[config.mk]
export PLATFORM = sky130hd
export DESIGN_NAME = user_to_dest_map
export DESIGN_NICKNAME = d
export VERILOG_FILES = /design/src/rtl/cbs_pkg.sv /design/src/rtl/axis_skid_buffer.sv /design/src/rtl/user_to_dest_map.sv
export SDC_FILE = /design/constraint.sdc
export NUM_CORES = 1
export LEC_CHECK = 0
export ABC_AREA = 1
export BUFFER_PORTS_ARGS = -buffer_cell sky130_fd_sc_hd__buf_2
export CORE_UTILIZATION = 40
export DETAILED_ROUTE_END_ITERATION = 10
export PLACE_DENSITY = 0.64
export SLEW_MARGIN = 20
export SYNTH_ARGS = -nofsm -noshare
export SYNTH_HDL_FRONTEND = slang
export SYNTH_SLANG_ARGS = --single-unit
[constraint.sdc]
create_clock -name clk -period 7 [get_ports clk]
set_input_delay 1.75 -clock clk [delete_from_list [all_inputs] [get_ports clk]]
set_output_delay 1.75 -clock clk [all_outputs]
set_load 0.02 [all_outputs]
[src/rtl/cbs_pkg.sv]
// Shared constants for the CBS queue-select path: default tag/dest/counter
// widths and the default PCP-to-destination map.
// Default map is identity-modulo: class i goes to destination i % 2**CBS_TDEST_W.
package cbs_pkg;

    localparam int CBS_TUSER_W = 3;
    localparam int CBS_TDEST_W = 2;
    localparam int CBS_CNT_W   = 32;
    localparam int CBS_MAP_W   = (2 ** CBS_TUSER_W) * CBS_TDEST_W;

    // Truncating the class index to the dest width gives the modulo mapping.
    function automatic logic [CBS_MAP_W-1:0] cbs_identity_map();
        logic [CBS_MAP_W-1:0] m;
        m = '0;
        for (int i = 0; i < 2 ** CBS_TUSER_W; i++) begin
            m[i*CBS_TDEST_W +: CBS_TDEST_W] = CBS_TDEST_W'(i);
        end
        return m;
    endfunction

    localparam logic [CBS_MAP_W-1:0] CBS_DEFAULT_MAP = cbs_identity_map();

endpackage

[src/rtl/axis_skid_buffer.sv]
// Two-entry register slice: output register plus one skid register.
// Latency: 1 cycle from input handshake to m_valid_o; 1 beat/cycle sustained.
// Backpressure: s_ready_o is registered and drops only when both entries are full.
// Ports: clk/rst (async active-high), s_* upstream valid/ready/data,
//        m_* downstream valid/ready/data (driven straight from registers).
module axis_skid_buffer #(
    parameter int DATA_W = 8
) (
    input  logic              clk,
    input  logic              rst,
    input  logic              s_valid_i,
    output logic              s_ready_o,
    input  logic [DATA_W-1:0] s_data_i,
    output logic              m_valid_o,
    input  logic              m_ready_i,
    output logic [DATA_W-1:0] m_data_o
);

    logic              out_vld_q, out_vld_d;
    logic [DATA_W-1:0] out_dat_q, out_dat_d;
    logic              skid_vld_q, skid_vld_d;
    logic [DATA_W-1:0] skid_dat_q, skid_dat_d;
    logic              rdy_q, rdy_d;

    logic in_hs;
    logic out_hs;

    assign in_hs  = s_valid_i && rdy_q;
    assign out_hs = out_vld_q && m_ready_i;

    always_comb begin
        out_vld_d  = out_vld_q;
        out_dat_d  = out_dat_q;
        skid_vld_d = skid_vld_q;
        skid_dat_d = skid_dat_q;
        if (out_hs || !out_vld_q) begin
            // Output register is free this edge: refill from skid first to
            // keep ordering, otherwise directly from the input.
            if (skid_vld_q) begin
                out_vld_d  = 1'b1;
                out_dat_d  = skid_dat_q;
                skid_vld_d = in_hs;
                if (in_hs) begin
                    skid_dat_d = s_data_i;
                end
            end else begin
                out_vld_d = in_hs;
                if (in_hs) begin
                    out_dat_d = s_data_i;
                end
            end
        end else if (in_hs) begin
            // Output stalled: park the accepted beat in the skid register.
            skid_vld_d = 1'b1;
            skid_dat_d = s_data_i;
        end
        // Ready for the next cycle depends only on next-state occupancy, so
        // there is no combinational path from m_ready_i to s_ready_o.
        rdy_d = !(out_vld_d && skid_vld_d);
    end

    always_ff @(posedge clk or posedge rst) begin
        if (rst) begin
            out_vld_q  <= 1'b0;
            out_dat_q  <= '0;
            skid_vld_q <= 1'b0;
            skid_dat_q <= '0;
            rdy_q      <= 1'b0;
        end else begin
            out_vld_q  <= out_vld_d;
            out_dat_q  <= out_dat_d;
            skid_vld_q <= skid_vld_d;
            skid_dat_q <= skid_dat_d;
            rdy_q      <= rdy_d;
        end
    end

    assign s_ready_o = rdy_q;
    assign m_valid_o = out_vld_q;
    assign m_data_o  = out_dat_q;

endmodule

[src/rtl/user_to_dest_map.sv]
// AXI4-Stream stage mapping the first-beat tuser class to a per-packet tdest
// through cfg_map, with per-destination packet counters on stat_pkt_cnt.
// Latency: 1 cycle via axis_skid_buffer; full throughput.
// Backpressure: s_axis_tready registered, low only when the 2-entry skid is full.
// Ports: clk/rst (async active-high), s_axis_* input stream, m_axis_* output
//        stream, cfg_map lookup table, stat_pkt_cnt packet counters.
module user_to_dest_map
    import cbs_pkg::*;
#(
    parameter int C_AXIS_TDATA_WIDTH = 8,
    parameter int C_AXIS_TKEEP_WIDTH = C_AXIS_TDATA_WIDTH / 8,
    parameter int C_AXIS_TUSER_WIDTH = CBS_TUSER_W,
    parameter int C_AXIS_TDEST_WIDTH = CBS_TDEST_W,
    parameter int C_CNT_WIDTH        = CBS_CNT_W
) (
    input  logic                                             clk,
    input  logic                                             rst,
    input  logic [C_AXIS_TDATA_WIDTH-1:0]                    s_axis_tdata,
    input  logic [C_AXIS_TKEEP_WIDTH-1:0]                    s_axis_tkeep,
    input  logic                                             s_axis_tvalid,
    output logic                                             s_axis_tready,
    input  logic                                             s_axis_tlast,
    input  logic [C_AXIS_TUSER_WIDTH-1:0]                    s_axis_tuser,
    output logic [C_AXIS_TDATA_WIDTH-1:0]                    m_axis_tdata,
    output logic [C_AXIS_TKEEP_WIDTH-1:0]                    m_axis_tkeep,
    output logic                                             m_axis_tvalid,
    input  logic                                             m_axis_tready,
    output logic                                             m_axis_tlast,
    output logic [C_AXIS_TDEST_WIDTH-1:0]                    m_axis_tdest,
    input  logic [(2**C_AXIS_TUSER_WIDTH)*C_AXIS_TDEST_WIDTH-1:0] cfg_map,
    output logic [(2**C_AXIS_TDEST_WIDTH)*C_CNT_WIDTH-1:0]   stat_pkt_cnt
);

    localparam int NUM_CLS  = 2 ** C_AXIS_TUSER_WIDTH;
    localparam int NUM_DEST = 2 ** C_AXIS_TDEST_WIDTH;
    localparam int PAY_W    = C_AXIS_TDEST_WIDTH + 1 + C_AXIS_TKEEP_WIDTH + C_AXIS_TDATA_WIDTH;

    localparam logic [0:0] ST_FIRST = 1'b0;
    localparam logic [0:0] ST_BODY  = 1'b1;

    logic [C_AXIS_TDEST_WIDTH-1:0] map_tbl [NUM_CLS];

    for (genvar i = 0; i < NUM_CLS; i++) begin : g_map
        assign map_tbl[i] = cfg_map[i*C_AXIS_TDEST_WIDTH +: C_AXIS_TDEST_WIDTH];
    end

    logic [0:0]                    state_q, state_d;
    logic [C_AXIS_TDEST_WIDTH-1:0] dest_q, dest_d;
    logic [C_AXIS_TDEST_WIDTH-1:0] beat_dest;
    logic                          in_hs;
    logic                          out_hs;

    assign in_hs  = s_axis_tvalid && s_axis_tready;
    assign out_hs = m_axis_tvalid && m_axis_tready;

    // The table is consulted only on a packet's first beat; body beats reuse
    // the latched dest so tdest is constant across the packet even if
    // cfg_map or tuser change mid-packet.
    assign beat_dest = (state_q == ST_FIRST) ? map_tbl[s_axis_tuser] : dest_q;

    always_comb begin
        state_d = state_q;
        dest_d  = dest_q;
        if (in_hs) begin
            case (state_q)
                ST_FIRST: begin
                    if (!s_axis_tlast) begin
                        state_d = ST_BODY;
                        dest_d  = beat_dest;
                    end
                end
                ST_BODY: begin
                    if (s_axis_tlast) begin
                        state_d = ST_FIRST;
                    end
                end
                default: state_d = ST_FIRST;
            endcase
        end
    end

    always_ff @(posedge clk or posedge rst) begin
        if (rst) begin
            state_q <= ST_FIRST;
            dest_q  <= '0;
        end else begin
            state_q <= state_d;
            dest_q  <= dest_d;
        end
    end

    logic [PAY_W-1:0] skid_in;
    logic [PAY_W-1:0] skid_out;

    assign skid_in = {beat_dest, s_axis_tlast, s_axis_tkeep, s_axis_tdata};

    axis_skid_buffer #(
        .DATA_W (PAY_W)
    ) u_skid (
        .clk       (clk),
        .rst       (rst),
        .s_valid_i (s_axis_tvalid),
        .s_ready_o (s_axis_tready),
        .s_data_i  (skid_in),
        .m_valid_o (m_axis_tvalid),
        .m_ready_i (m_axis_tready),
        .m_data_o  (skid_out)
    );

    assign {m_axis_tdest, m_axis_tlast, m_axis_tkeep, m_axis_tdata} = skid_out;

    // Packed 2-D layout puts counter d at bits [d*C_CNT_WIDTH +: C_CNT_WIDTH].
    logic [NUM_DEST-1:0][C_CNT_WIDTH-1:0] cnt_q, cnt_d;

    always_comb begin
        cnt_d = cnt_q;
        if (out_hs && m_axis_tlast) begin
            // Free-running wrap: no saturation.
            cnt_d[m_axis_tdest] = cnt_q[m_axis_tdest] + C_CNT_WIDTH'(1);
        end
    end

    always_ff @(posedge clk or posedge rst) begin
        if (rst) begin
            cnt_q <= '0;
        end else begin
            cnt_q <= cnt_d;
        end
    end

    assign stat_pkt_cnt = cnt_q;

endmodule

==> flow_summary.yaml <==
run_status:
  status: "completed"
worst_setup_path:
  critPathArrivalTime_ps: 1930
  critical_path.slowest_cell: "dfrtp_1"
  critical_path_required_ps: 5250
  reg2reg_to: "stat_pkt_cnt[92]"
  cp-start-kind: "register"
  rrSetupSlack_ps: 3450
  max_stage_delay_ps: 860
  timing.rr.start: "u_skid.m_data_o[11]"
  path_class: "register to output port"
  rr_worst_depth: 14
  end_kind: "output port"
  critical_path.cell_chain: "buf_4, buf_2"
  startpoint: "u_skid.m_data_o[11]"
  worstPathMaxFanout: 20
timing:
  timing_worst_slew_pin_value_ps: 815
  finalSetupViolCount: 0
  rsz0062_at_grt: "false"
  drv_slew: 0
  fin_hold_ws_ps: 472
  period_needed_ps: 3680
  hold_viol: 0
  fin_setup_tns_ps: 0
  max_freq_ghz: 0.272
  maxSlewHeadroom_pct: 45.6
  finalCritPeriodShare_pct: 52.5
  clock_skew_ps: 12.7
cells_and_area:
  drive_gt1_share_pct: 20.0
  utilization_pct: 49.2
  synthToLayoutAreaGrowth_pct: 19.4
  final_cells: 1641
  diodes: 0
  layout.nets: 1392
  final_cell_mix: "nand2_1 (657), buf_2 (174), dfrtp_1 (157), nand3_1 (104), nor2_1 (58)"
  final_common_cell: "nand2_1"
clock_network:
  cts_buffer_depth: 2
  cts_setup_buffers: 0
  clock-sinks: 158
  clkLatencyLatePin_ps: 440
  cts.htree.levels: 4
  cts_tree: "built"
  hold_buffers: 0
  numCtsBuffers: 17
  cts_root_buffer: "clkbuf_16"
  post_cts_resized: 0
  clk_pin_slew_ps: 70
global_route:
  grt_pass1_vias: 7739
  grt_use_total_pct: 24.8
  grt_max_degree: 118
  grt_pass1_wl_um: 41700
  antenna_found_initial: 0
  gr-total-overflow: 0
drt:
  drt-total-wl_um: 25900
  drc: 0
  num_vias: 8177
  drtIter0Drc: 601
  ant_nets: 0
  viasPerCell: 4.98
  wl_per_cell_um: 15.8
  drt_pass1_iterations: 8
yosys:
  synth.area.top_cells: "dfrtp_1 (47%), nand2_1 (29%), nand3_1 (6.2%), nor2_1 (2.6%), o21ai_0 (2.2%)"
  synth_top_area_share_pct: 47.0
  netlist_area_mm2: 0.00842
  ys_seq_area_share_pct: 47.0
  ys_ff_latch: 158
  synth_nets: 1233
  synth_cells: 1199
  synth_warnings: 0
  synth_cell_types: 29
  post-synth-top-area-cell: "dfrtp_1"
  syn_avg_cell_area_um2: 7.02
die:
  die_h_um: 147
  core_mm2: 0.0204
  num_rows: 52
  fp.dieW_um: 147
  dieArea_mm2: 0.0216
  initial_core_util_pct: 41.2
  ios: 175
power:
  p_per_area_mw_per_mm2: 280
  p_leak_nw: 5.76
  irDropWorstVdd_mv: 0.250
min_path:
  min_from: "u_skid.skid_dat_q[6]"
  hold_path.class: "register to register"
  worstHoldPathCells: 2
  holdPathEnd: "u_skid.skid_dat_q[6]"
place:
  dp_cells: 1609
  port_buffers: 174
  hpwl_um: 17400
  globalplace.congestion: 0.857
job:
  cap_violations: 0
power breakdown:
part | internal, mW | total [mW] | switching, mW | leakage [nW]
Clock | 0.478 | 0.914 | 0.436 | 0.280
Sequential | 1.03 | 1.13 | 0.100 | 2.13
Combinational | 0.185 | 0.773 | 0.587 | 3.35
per-layer routing:
metal | GRT usage [%] | part of all wire (%) | vias up | wire [um]
met1 | 34.2 | 45 | 3792 | 11600
met2 | 38.1 | 45 | 300 | 11700
met3 | 6.40 | 8.6 | 30 | 2240
met4 | 7.42 | 1.4 | 0 | 361
li1 | - | - | 4055 | -
met5 | 0 | 0 | - | 0
flip-flops by register name (all words and copies together) (netlist names):
| name | count |
|---|---|
| stat_pkt_cnt | 128 |
| u_skid.m_data_o | 12 |
| u_skid.skid_dat_q | 12 |
| dest_q | 2 |
| state_q | 1 |
| u_skid.m_valid_o | 1 |
| u_skid.s_ready_o | 1 |
| u_skid.skid_vld_q | 1 |
logic make-up after synthesis:
group	after synthesis	synth area share (%)
simple gates	869	42.5
xor+xnor	7	0.728
flops	158	47.0
fa+ha+maj	1	0.149
compound gates	64	4.27
buf+inv	100	5.40
cell type report:
cell class | count | area, um^2
sequential | 158 | 3960
multi-input combinational | 941 | 4010
timing repair buffer | 187 | 968
inverter | 53 | 206
clock buffer | 18 | 439
clock inverter | 14 | 133
tap | 270 | 338
fill | 2064 | 10400
synthesized netlist by cell type:
master,count
and2_1,2
xnor2_1,1
a21oi_1,8
nand3_1,104
nor2_8,1
nor2_4,6
dfrtp_1,158
o21bai_2,2
a31oi_1,9
buf_6,6
nand2_2,20
o21ai_1,2
buf_2,9
inv_1,46
nor2_2,13
o21ai_0,37
clkbuf_1,26
nand2_1,657
or2_2,4
inv_2,3
o211ai_1,4
a22o_1,1
clkinv_1,4
ha_1,1
nand3_2,4
o22ai_1,1
nor2_1,58
xor2_1,6
buf_4,6
through the flow:
step                worst slack (ps)  instance area [um^2]  total power, mW
floorplan                        987                  8420             1.69
global placement                3120                  9470             1.92
detailed placement              3080                  9470             1.93
CTS                             3290                 10000             2.83
global route                    3090                 10000             2.96
finish                          3320                 10000             2.81
critical path: cells and delay by family, from the launching register on:
kind,cells,cell delay (ps)
buffers and inverters,2,630
flip-flops,1,860
worst max-delay path by stage:
stage	to	slack, ps	cells after the start
4_1_cts	m_axis_tdest[1]	3290	2
3_5_place_dp	stat_pkt_cnt[96]	3080	10
6_report	m_axis_tdest[1]	3320	2
2_1_floorplan	dest_q[0]	990	1
3_3_place_gp	stat_pkt_cnt[96]	3120	10
5_1_grt	stat_pkt_cnt[86]	3090	14
No activity file was read; power rests on OpenSTA's default activity.
